==> config.mk <==
export PLATFORM = sky130hd
export DESIGN_NAME = wb_port_arbiter
export DESIGN_NICKNAME = d
export VERILOG_FILES = /design/src/rtl/definitions_pkg.sv /design/src/rtl/wb_pend_fifo.sv /design/src/rtl/wb_port_arbiter.sv
export SDC_FILE = /design/constraint.sdc
export NUM_CORES = 1
export LEC_CHECK = 0
export BUFFER_PORTS_ARGS = -buffer_cell sky130_fd_sc_hd__buf_2
export CELL_PAD_IN_SITES_DETAIL_PLACEMENT = 1
export CELL_PAD_IN_SITES_GLOBAL_PLACEMENT = 1
export CORE_MARGIN = 3
export CORE_UTILIZATION = 35
export DETAILED_ROUTE_END_ITERATION = 16
export GPL_TIMING_DRIVEN = 0
export PLACE_DENSITY_LB_ADDON = 0.05
export SETUP_SLACK_MARGIN = 0.4
export SYNTH_ARGS = -nofsm -noshare
export SYNTH_HDL_FRONTEND = slang
export SYNTH_SLANG_ARGS = --single-unit
==> constraint.sdc <==
create_clock -name clk_i -period 3 [get_ports clk_i]
set_input_delay 0.6 -clock clk_i [delete_from_list [all_inputs] [get_ports clk_i]]
set_output_delay 0.6 -clock clk_i [all_outputs]
set_load 0.005 [all_outputs]
==> src/rtl/definitions_pkg.sv <==
// Shared types for the writeback-port arbiter: register addresses, data words and
// the pending-result entry carried through the long-latency buffer.
package definitions_pkg;

    localparam int unsigned NumRegs = 32;

    typedef logic [31:0] word_st;
    typedef logic [4:0]  reg_addr_t;

    typedef struct packed {
        reg_addr_t rd;
        word_st    data;
    } wbq_entry_st;

endpackage

==> src/rtl/wb_pend_fifo.sv <==
// Circular FIFO holding long-latency results until the register-file port is free.
// Callers never push when full or pop when empty.
module wb_pend_fifo
    import definitions_pkg::*;
#(
    parameter int unsigned DEPTH = 2
) (
    input  logic                     clk_i,
    input  logic                     rst_ni,
    input  logic                     push_i,
    input  wbq_entry_st              push_entry_i,
    input  logic                     pop_i,
    output wbq_entry_st              head_o,
    output logic [$clog2(DEPTH):0]   count_o
);

    localparam int unsigned PtrW = $clog2(DEPTH);
    localparam logic [PtrW-1:0] PtrOne = PtrW'(1);
    localparam logic [PtrW:0]   CntOne = (PtrW + 1)'(1);

    wbq_entry_st     mem_q [DEPTH];
    logic [PtrW-1:0] wr_ptr_q;
    logic [PtrW-1:0] rd_ptr_q;
    logic [PtrW:0]   count_q;

    // Pointers wrap naturally because DEPTH is a power of two.
    always_ff @(posedge clk_i or negedge rst_ni) begin
        if (!rst_ni) begin
            wr_ptr_q <= '0;
            rd_ptr_q <= '0;
            count_q  <= '0;
        end else begin
            if (push_i) begin
                wr_ptr_q <= wr_ptr_q + PtrOne;
            end
            if (pop_i) begin
                rd_ptr_q <= rd_ptr_q + PtrOne;
            end
            unique case ({push_i, pop_i})
                2'b10:   count_q <= count_q + CntOne;
                2'b01:   count_q <= count_q - CntOne;
                default: count_q <= count_q;
            endcase
        end
    end

    always_ff @(posedge clk_i) begin
        if (push_i) begin
            mem_q[wr_ptr_q] <= push_entry_i;
        end
    end

    assign head_o  = mem_q[rd_ptr_q];
    assign count_o = count_q;

endmodule

==> src/rtl/wb_port_arbiter.sv <==
// Arbitrates the single register-file write port between pipeline writeback and buffered
// long-latency results, and tracks busy destinations of outstanding long-latency ops.
module wb_port_arbiter
    import definitions_pkg::*;
#(
    parameter int unsigned DEPTH      = 2,
    parameter int unsigned STARVE_MAX = 4
) (
    input  logic                    clk_i,
    input  logic                    rst_ni,
    input  logic                    wb_we_i,
    input  reg_addr_t               wb_rd_i,
    input  word_st                  wb_data_i,
    input  logic                    lu_valid_i,
    output logic                    lu_ready_o,
    input  reg_addr_t               lu_rd_i,
    input  word_st                  lu_data_i,
    input  logic                    issue_i,
    input  reg_addr_t               issue_rd_i,
    input  reg_addr_t               rs1_i,
    input  reg_addr_t               rs2_i,
    output logic                    rs_busy_o,
    output logic                    wb_stall_o,
    output logic                    rf_we_o,
    output reg_addr_t               rf_rd_o,
    output word_st                  rf_data_o,
    output logic [$clog2(DEPTH):0]  pending_o
);

    localparam int unsigned CntW = $clog2(DEPTH) + 1;
    localparam int unsigned StW  = $clog2(STARVE_MAX + 1);
    localparam logic [CntW-1:0] DepthCnt  = CntW'(DEPTH);
    localparam logic [StW-1:0]  StarveTop = StW'(STARVE_MAX - 1);
    localparam logic [StW-1:0]  StOne     = StW'(1);

    logic            pw;
    logic            push;
    logic            pop;
    logic            full;
    logic            empty;
    logic [CntW-1:0] count;
    wbq_entry_st     head;
    wbq_entry_st     push_entry;

    logic [NumRegs-1:1] busy_q;
    logic [NumRegs-1:1] busy_d;
    logic [NumRegs-1:0] busy_all;
    logic [NumRegs-1:0] busy_next_all;

    logic [StW-1:0] starve_q;
    logic           stall_q;

    assign pw    = wb_we_i && (wb_rd_i != '0);
    assign full  = (count == DepthCnt);
    assign empty = (count == '0);
    assign pop   = !pw && !empty;

    // Ready comes from the registered count only, so a same-cycle pop never frees a slot.
    assign lu_ready_o = (count < DepthCnt);
    assign push       = lu_valid_i && lu_ready_o && (lu_rd_i != '0);
    assign push_entry = '{rd: lu_rd_i, data: lu_data_i};

    wb_pend_fifo #(
        .DEPTH (DEPTH)
    ) u_pend_fifo (
        .clk_i        (clk_i),
        .rst_ni       (rst_ni),
        .push_i       (push),
        .push_entry_i (push_entry),
        .pop_i        (pop),
        .head_o       (head),
        .count_o      (count)
    );

    always_comb begin
        rf_we_o   = 1'b0;
        rf_rd_o   = '0;
        rf_data_o = '0;
        if (pw) begin
            rf_we_o   = 1'b1;
            rf_rd_o   = wb_rd_i;
            rf_data_o = wb_data_i;
        end else if (pop) begin
            rf_we_o   = 1'b1;
            rf_rd_o   = head.rd;
            rf_data_o = head.data;
        end
    end

    assign busy_all = {busy_q, 1'b0};

    // Set is applied after clear so a same-cycle re-issue keeps the register busy.
    always_comb begin
        busy_next_all = busy_all;
        if (pop) begin
            busy_next_all[head.rd] = 1'b0;
        end
        if (issue_i && (issue_rd_i != '0)) begin
            busy_next_all[issue_rd_i] = 1'b1;
        end
        busy_d = busy_next_all[NumRegs-1:1];
    end

    assign rs_busy_o = busy_all[rs1_i] | busy_all[rs2_i] | (issue_i & busy_all[issue_rd_i]);

    always_ff @(posedge clk_i or negedge rst_ni) begin
        if (!rst_ni) begin
            busy_q   <= '0;
            starve_q <= '0;
            stall_q  <= 1'b0;
        end else begin
            busy_q <= busy_d;
            if (pw && full) begin
                if (starve_q == StarveTop) begin
                    starve_q <= '0;
                    stall_q  <= 1'b1;
                end else begin
                    starve_q <= starve_q + StOne;
                    stall_q  <= 1'b0;
                end
            end else begin
                starve_q <= '0;
                stall_q  <= 1'b0;
            end
        end
    end

    assign wb_stall_o = stall_q;
    assign pending_o  = count;

endmodule

# Yosys cells after proc, flatten, opt, wreduce, memory -nomap -nowiden
# Memory sizes are Yosys's and may differ from the RTL's.
# Index checks and enable logic that the tools add are counted.
# Widths: inputs -> output; s select.
[classes]
n_addsub = 5
n_mul = 0
n_div = 0
n_lt_le_gt_ge = 7
eq_ne = 4
shift = 0
muxes = 25
bitwise = 6
reduce_logical = 15
[op_table]
columns = ["operator", "count"]
rows = [
  ["$mux 32", 4],
  ["$and 32x32->32", 1],
  ["$not 32->32", 1],
  ["$or 32x32->32", 1],
  ["$lt 5x6->1 const B", 4],
  ["$bmux 1 s5", 3],
  ["$reduce_bool 5->1", 3],
  ["$mux 1", 11],
  ["$demux 1 s5", 2],
  ["$ge 5x1->1 const B", 2],
  ["$mux 5", 2],
  ["$logic_and 1x1->1", 8],
  ["$mux 3", 2],
  ["$eq 2x2->1 const B", 2],
  ["$pmux 2 s2", 1],
  ["$add 3x1->3 const B", 1],
  ["$eq 3x2->1 const B", 1],
  ["$add 1x1->1 const B", 2],
  ["$add 2x1->2 const B", 1],
  ["$eq 2x1->1 const B", 1],
  ["$logic_not 1->1", 2],
  ["$logic_not 2->1", 1],
  ["$lt 2x2->1 const B", 1],
  ["$or 1x1->1", 2],
  ["other kinds (3)", 3],
]
[totals]
ff_bits = 39
latch_bits = 0
mem_bits_rw = 74
rom_bits = 0
inputBits = 94
output_inout_bits = 43
elab_cells = 69
mem_count = 1
[memory_table]
columns = ["name", "depth", "width", "read_ports", "rd_clocked_by_memory_dff", "wr", "line_no", "text"]
rows = [
  ["u_pend_fifo.mem_q", 2, 37, 1, 0, 1, "wb_pend_fifo.sv:21", "wbq_entry_st mem_q [DEPTH];"],
]

# Depth between registers and ports, before layout
# Gate-level depths: netlist of the first run.
# An unclocked memory read counts as a cell.
[depth]
depth_word = 10
depth_mapped = 10
depth_no_buf = 8

# Modules after synthesis
# Synthesis of the first run repeated with hierarchy kept, for this count alone.
[unflattened]
cells_unflattened = 404
area_unflattened_um2 = 5654.2
[by_module_without_submodules]
columns = ["mod", "instances", "cells_per_inst", "area_each_um2", "seq_area_each_um2"]
rows = [
  ["wb_pend_fifo", 1, 129, 2926.6, 2322.2],
  ["wb_port_arbiter", 1, 275, 2727.6, 875.8],
]

# Worst setup path after synthesis of the first run
# OpenSTA, ideal clock, no wires.
[synth_timing]
path_type = "input -> output"
startpoint = "input rs2_i[2]"
endpoint = "output rs_busy_o"
arrival_time_ns = 2.385
t_required_ns = 2.400
path_slack_ns = 0.015
cell_stages = 6
n_path_buf = 1
path_cell_list = "clkbuf_1 mux4_2 mux2i_1 o32ai_1 a311o_1 or4_1"
[synth_between]
elab_chain_cells = 4
[synth_lines]
columns = ["item", "line_no", "text"]
rows = [
  ["from (decl)", "wb_port_arbiter.sv:21", "input reg_addr_t rs2_i,"],
  ["$bmux 1 s5", "wb_port_arbiter.sv:104", "assign rs_busy_o = busy_all[rs1_i] | busy_all[rs2_i] | (issue_i & busy_all[issue_rd_i]);"],
  ["$mux 1 (not written as such)", "wb_port_arbiter.sv:104", ""],
  ["$or 1x1->1 (2 in series)", "wb_port_arbiter.sv:104", ""],
  ["to (decl)", "wb_port_arbiter.sv:22", "output logic rs_busy_o,"],
]
# Every way passes these cells. The select of a mux whose other input is x is not followed.

# Worst setup path after layout of the first run
[layout_timing]
startpoint = "register busy_q[27] in the netlist's numbering"
endpoint = "output rs_busy_o"
[layout_between]
elab_chain_cells = 4
elab_cells_between_ends = 9
classes_between = "6 x mux; 3 x bitwise"
[layout_lines]
columns = ["item", "line_no", "text"]
rows = [
  ["from (decl)", "wb_port_arbiter.sv:45", "logic [NumRegs-1:1] busy_q;"],
  ["from (signal assigned)", "wb_port_arbiter.sv:112", "busy_q <= busy_d;"],
  ["$bmux 1 s5", "wb_port_arbiter.sv:104", ""],
  ["$mux 1 (not written as such)", "wb_port_arbiter.sv:104", ""],
  ["$or 1x1->1 or $and 1x1->1 (tied branches)", "wb_port_arbiter.sv:104", ""],
  ["$or 1x1->1 (*)", "wb_port_arbiter.sv:104", ""],
]
# Every way passes the cells marked *; elsewhere a longest branch is shown, timed or not. The select of a mux whose other input is x is not followed.

==> results of run 1 <==
state kept, by name, summed over array words and instances, names as in the netlist:
| name | cells |
|---|---|
| u_pend_fifo.mem_q | 74 |
| busy_q | 31 |
| starve_q | 3 |
| u_pend_fifo.count_o | 2 |
| u_pend_fifo.rd_ptr_q | 1 |
| u_pend_fifo.wr_ptr_q | 1 |
| wb_stall_o | 1 |
through the flow:
step                instances  total power, W  hold slack, ns  TNS (ns)  utilization
finish                    855         0.00689           0.325   -0.0810        0.507
global route              855         0.00730           0.353    -0.169        0.507
global placement          801         0.00430           0.428    -86.71        0.424
floorplan                 459         0.00358           0.304         0            -
CTS                       848         0.00682           0.340    -0.108        0.494
detailed placement        803         0.00441           0.450     -2.98        0.428
kinds of logic after synthesis:
logic type	after synthesis
multiplexers	74
AND/OR/NAND/NOR	107
XOR/XNOR	5
AO/OA/AOI/OAI	124
buffers and inverters	34
flip-flops	113
adder cells (fa/ha/maj)	2
layer usage:
layer	up-vias	GRT usage	part of all wire	wire [um]
met1	2236	0.230	0.40	6960
met3	28	0.0653	0.060	1030
met4	2	0.0753	0.024	406
met5	-	0	0.00075	13
li1	2099	-	-	-
met2	132	0.336	0.51	8830
cells in the mapped netlist, drive strengths merged (2+ instances only):
master  instances  area, um2
ha              2       25.0
nand3           6       30.0
mux2            4       45.0
o22ai           7       43.8
mux2i          57        571
xnor2           5       43.8
nand3b          6       45.0
or3b            3       26.3
nor3b           3       22.5
o32ai           6       52.6
dfrtp          39        976
buf             7       37.5
o21ai         100        500
mux4           13        304
nor2            6       22.5
or4             3       22.5
nor4            4       25.0
inv            10       37.5
nand2b          6       37.5
nor3            3       15.0
nor4b           2       17.5
or3             2       12.5
nor2b           2       12.5
nand2          52        195
clkbuf         17       65.1
edfxtp         74       2220
o211ai          2       15.0
cell type report:
cell class	count	area, um2	share of cell area
flip-flops and latches	113	3200	0.410
well taps	211	264	0.0339
repair buffers	153	976	0.125
plain buffers	24	250	0.0321
clock inverters	14	190	0.0244
inverters	10	37.5	0.00481
multi-input cells	312	2450	0.315
clock buffers	18	429	0.0550
worst reg2reg max path, stage by stage, from the launching register on:
cell	delay [ns]
dfrtp_1	0.43
or2_2	0.29
clkbuf_1	0.21
nand2_4	0.19
clkbuf_16	0.19
buf_8	0.11
buf_4	0.11
buf_4	0.12
inv_1	0.05
ha_1	0.30
nor2_1	0.14
xnor2_1	0.13
path summary, 6_finish.rpt:
check / depth (start not counted) / slack, ns / end / start
max: 5 / -0.08 / rs_busy_o / busy_q[27]
min: 1 / 0.33 / u_pend_fifo.wr_ptr_q / rst_ni
max reg2reg: 11 / 0.66 / u_pend_fifo.count_o[1] / u_pend_fifo.count_o[0]
min reg2reg: 1 / 0.45 / starve_q[0] / starve_q[0]
max in group asynchronous: 1 / 2.11 / busy_q[19] / rst_ni
min in group clk_i: 1 / 0.38 / u_pend_fifo.mem_q[0][15] / lu_data_i[15]
timing repair:
action                                  CTS  global route
hold buffers                              0             0
hold endpoints to repair                  0             0
endpoints found under the setup margin   38            38
pin swaps                                26            12
gates resized for setup                  92            45
buffers inserted                         10             5
cloned                                    3             2
report_power, final:
group,internal [W],switching (W)
clock,0.00138,0.000703
combinational,0.00115,0.00120
sequential,0.00212,0.000342
==> summary.md, run 1 <==
| Metric | Value |
|---|---|
| Yosys reg bits | 113 |
| Layout area overhead | 40.1% |
| CP bufs+invs | 1 |
| Hold Crit Class | input pin to asynchronous set/reset pin |
| Vias in the first global route | 4974 |
| # port buffers | 131 |
| TritonCTS clock tree | done |
| Worst-Margin Slew | 0.900 ns |
| Core Area | 15400 um2 |
| Initial DRC Count | 243 |
| Critical path class | flop to primary output |
| Die area | 17500 um2 |
| Endpoints failing setup | 1 |
| Final WL | 17.2 mm |
| Post-synth EDFFs | 74 |
| Max Buffers Root-to-Sink | 2 |
| Unrepaired setup endpoints after global routing | true |
| CTS Sinks | 113 |
| Largest family of logic cells by synthesized area | multiplexers |
| CP Launch Type | flop |
| Adder-cell share of the synthesized area | 0.00450 |
| CP Max Fanout | 4 |
| Starting Density | 0.362 |
| Net Count, Synth | 555 |
| Final worst slack | -0.0810 ns |
| Placed cell area | 6580 um2 |
| Post-route clock skew | 0.00573 ns |
| Initial antenna violation count | 1 |
| Vias per cell | 5.26 |
| Sequential fraction of the synthesis area | 0.575 |
| Syn_area_per_cell | 12.1 um2 |
| Grt ovf | 0 |
| Clock insertion delay at the later pin of the skew report | 0.41 ns |
| # rows | 45 |
| Largest net degree at the start of global routing | 40 |
| Root Driver | clkbuf_16 |
| Die extent in y | 132 um |
| Slowest stage cell, crit path | mux4_2 |
| IR drop worst, VDD | 0.374 mV |
| Post-route antenna net violation count | 0 |
| Max_cap viols | 0 |
| Nets | 727 |
| Simple logic cell fraction of the synthesized area | 0.0994 |
| Mux cell area share after synthesis | 0.165 |
| Syn Inst Count | 459 |
| Failing checks | negative setup slack |
| Total CTS buffers | 17 |
| Slew Limit Fails | 0 |
| Chip width | 132 um |
| Mapped Area | 5570 um2 |
| XOR/XNOR Fraction of Synth Area | 0.00787 |
| Average wire per cell in the routed design | 20.2 um |
| Complex-gate fraction of the synthesized area | 0.123 |
| Post-route design area | 7800 um2 |
| Crit path DAT | 2.48 ns |
| Via count | 4497 |
| Most frequent cells in the layout | buf_2 (129), edfxtp_1 (74), o21ai_0 (62), mux2i_1 (56), nand2_1 (46) |
| Rel. slew slack | 0.400 |
| Status | finished with violations |
| Netlist cell types | 50 |
| Post-synth ARST share | 0.345 |
| P_leak | 3.22 nW |
| Final HPWL DP | 12.3 mm |
| Critical Path RT | 2.40 ns |
| Final min period | 3.08 ns |
| Most common cell after layout, fill and taps aside | buf_2 |
| Tcrit/Tclk final | 1.03 |
| PD cells | 884 nW/um2 |
| CP Cell Sequence | mux4_2 -> mux2_4 -> a311o_1 -> or4_1 -> buf_2 |
| Dominant synthesized flop cell | edfxtp_1 |
| # DRC | 0 |
| Cell family with most CP delay | multiplexers |
| H-tree depth | 4 |
| Synth warnings | 0 |
| 1st-pass router iterations | 4 |
| Antenna Cells | 0 |
| Clock-pin slew on the worst setup and hold paths | 0.05 ns |
| Global placement routability congestion | 0.819 |
| Final hold vios | 0 |
| Total GRT Usage | 0.197 |
| Fmax | 0.325 GHz |
| Layout cells sized above 1 | 0.419 |
| Max stage delay on crit path | 0.48 ns |
| Global-route wire length before repair | 26.7 mm |
| Pre-CTS setup slack | -0.369 ns |
| Fillers | 1639 |
| Worst setup EP type | primary output |
| Top Ports | 137 |
Power figures use the tool's default switching activity.
==> inputs of run 2 (changes only) <==
- CTS_BUF_LIST: unset -> sky130_fd_sc_hd__clkbuf_8 sky130_fd_sc_hd__clkbuf_16
==> summary.md, run 2 (synthesized netlist as in run 1, its figures left out) <==
| Metric | Value |
|---|---|
| Critical path class | flop to primary output |
| Root Driver | clkbuf_16 |
| Initial DRC Count | 243 (unchanged) |
| Average wire per cell in the routed design | 20.2 um (about the same) |
| Die area | 17500 um2 (unchanged) |
| Final HPWL DP | 12.3 mm (unchanged) |
| Clock insertion delay at the later pin of the skew report | 0.41 ns (about the same) |
| Global-route wire length before repair | 26.7 mm (unchanged) |
| CP Cell Sequence | mux4_2 -> mux2_4 -> a311o_1 -> or4_1 -> buf_2 |
| Worst setup EP type | primary output |
| Final worst slack | -0.0810 ns (unchanged) |
| 1st-pass router iterations | 4 (unchanged) |
| Slew Limit Fails | 0 (unchanged) |
| Status | finished with violations |
| Crit path DAT | 2.48 ns (about the same) |
| Initial antenna violation count | 1 (unchanged) |
| Fmax | 0.325 GHz (unchanged) |
| Layout area overhead | 40.1% (unchanged) |
| Nets | 727 (unchanged) |
| Chip width | 132 um (unchanged) |
| Placed cells | 803 (unchanged) |
| Max stage delay on crit path | 0.48 ns (about the same) |
| R2r setup slk | 0.66 ns (about the same) |
| Clock-pin slew on the worst setup and hold paths | 0.05 ns (about the same) |
| Starting Density | 0.362 (unchanged) |
| PD cells | 884 nW/um2 (about the same) |
| Final hold vios | 0 (unchanged) |
| Setup TNS | -0.0810 ns (unchanged) |
| Die extent in y | 132 um (unchanged) |
| Vias in the first global route | 4974 (unchanged) |
| Crit path to | rs_busy_o |
| Largest regs | u_pend_fifo.mem_q: 74 flops, busy_q: 31 flops, starve_q: 3 flops |
| Critical Path Source | busy_q[27] |
| Clk network pwr share | 0.302 (about the same) |
| Combinational Power Share | 0.341 (about the same) |
| CTS Sinks | 113 (unchanged) |
| RR Startpoint | u_pend_fifo.count_o[0] |
| Pwr Total | 0.00689 W (about the same) |
| Worst-Margin Slew | 0.900 ns (unchanged) |
| TritonCTS clock tree | done |
| Hold Crit Class | input pin to asynchronous set/reset pin |
| Total CTS buffers | 17 (unchanged) |
| Hold-fix buffers, CTS | 0 (unchanged) |
| Max_cap viols | 0 (unchanged) |
| Total GRT Usage | 0.197 (unchanged) |
| Layout cells sized above 1 | 0.419 (unchanged) |
| # DRC | 0 (unchanged) |
| H-tree depth | 4 (unchanged) |
| Pint | 0.00464 W (about the same) |
| Vias per cell | 5.26 (unchanged) |
| CP Launch Type | flop |
| Post-route antenna net violation count | 0 (unchanged) |
| Rel. slew slack | 0.400 (unchanged) |
| Reg2Reg Depth | 11 (unchanged) |
| Slowest stage cell, crit path | mux4_2 |
| P_leak | 3.22 nW (+0.13%) |
| Max reg flops | 74 (unchanged) |
| CP Max Fanout | 4 (unchanged) |
| Seq pwr share | 0.357 (about the same) |
| Unrepaired setup endpoints after global routing | true |
| Most frequent cells in the layout | buf_2 (129), edfxtp_1 (74), o21ai_0 (62), mux2i_1 (56), nand2_1 (46) |
| Grt ovf | 0 (unchanged) |
| # port buffers | 131 (unchanged) |
| Antenna Cells | 0 (unchanged) |
| Core Area | 15400 um2 (unchanged) |
| Fillers | 1639 (unchanged) |
| Post-route clock skew | 0.00595 ns (+0.000223 ns) |
| Top Ports | 137 (unchanged) |
| Tcrit/Tclk final | 1.03 (unchanged) |
| Critical Path RT | 2.40 ns (about the same) |
| Via count | 4497 (unchanged) |
| Sw Ratio | 0.326 (about the same) |
| Final min period | 3.08 ns (unchanged) |
| Final Non-Filler Cells | 855 (unchanged) |
| Max Buffers Root-to-Sink | 2 (unchanged) |
| Global placement routability congestion | 0.819 (unchanged) |
| Final WL | 17.2 mm (about the same) |
| Largest net degree at the start of global routing | 40 (unchanged) |
| IR drop worst, VDD | 0.374 mV (about the same) |
| Endpoints failing setup | 1 (unchanged) |
| Failing checks | negative setup slack |
| Most common cell after layout, fill and taps aside | buf_2 |
| Switch Pwr | 0.00225 W (about the same) |
| Largest Register | u_pend_fifo.mem_q |
| # rows | 45 (unchanged) |
| Critical register-to-register path endpoint | u_pend_fifo.count_o[1] |
run 2: area by class of cell:
type	instances	area (um2)	share of cell area
inverter	10	37.5	0.00481
clock buffer	17	425	0.0546
buffer	24	250	0.0321
tap	211	264	0.0339
sequential	113	3200	0.410
clock inverter	15	194	0.0249
timing repair buffer	153	976	0.125
multi-input combinational	312	2450	0.315
run 2: metrics by stage:
| step | hold slack [ns] | cell area [um2] | utilization | setup slack [ns] |
|---|---|---|---|---|
| after global routing | 0.353 | 7800 | 0.507 | -0.169 |
| after detailed placement | 0.450 | 6580 | 0.428 | -0.369 |
| after floorplan | 0.304 | 5590 | - | 0.138 |
| final | 0.325 | 7800 | 0.507 | -0.0810 |
| after global placement | 0.428 | 6510 | 0.424 | -1.14 |
| after CTS | 0.340 | 7590 | 0.494 | -0.108 |
run 2: worst min-delay path by stage:
stage          cells after the start                      end  slack, ns         start
4_1_cts                            1                busy_q[8]       0.34        rst_ni
6_report                           1     u_pend_fifo.wr_ptr_q       0.33        rst_ni
2_1_floorplan                      0               busy_q[10]       0.30        rst_ni
3_3_place_gp                       1              starve_q[0]       0.43   starve_q[0]
5_1_grt                            1  u_pend_fifo.mem_q[0][4]       0.35  lu_data_i[4]
3_5_place_dp                       1               wb_stall_o       0.45   starve_q[2]
run 2: metal layers:
metal,routed length (um),global-route usage
met1,6960,0.230
met2,8830,0.336
met3,1030,0.0653
met4,406,0.0753
met5,13,0
run 2: power by group through the flow:
| stage | combinational [W] | sequential (W) | clock (W) |
|---|---|---|---|
| finish | 0.00235 | 0.00246 | 0.00208 |
| global route | 0.00258 | 0.00252 | 0.00220 |
| CTS | 0.00225 | 0.00245 | 0.00211 |
| detailed placement | 0.00193 | 0.00248 | 0 |
| global placement | 0.00183 | 0.00247 | 0 |
| floorplan | 0.00124 | 0.00234 | 0 |
run 2: repair_timing:
item / in CTS / in global routing
cloned: 3 / 2
endpoints found under the setup margin: 38 / 38
pin swaps: 26 / 12
setup buffers: 10 / 5
hold endpoints to repair: 0 / 0
resized for setup: 92 / 45
run 2: worst max-delay path: cells and delay by family (launching register included):
family / cells / cell delay [ns]
AND/OR/NAND/NOR: 1 / 0.46
flip-flops: 1 / 0.42
multiplexers: 2 / 0.76
buffers and inverters: 1 / 0.14
AO/OA/AOI/OAI: 1 / 0.30
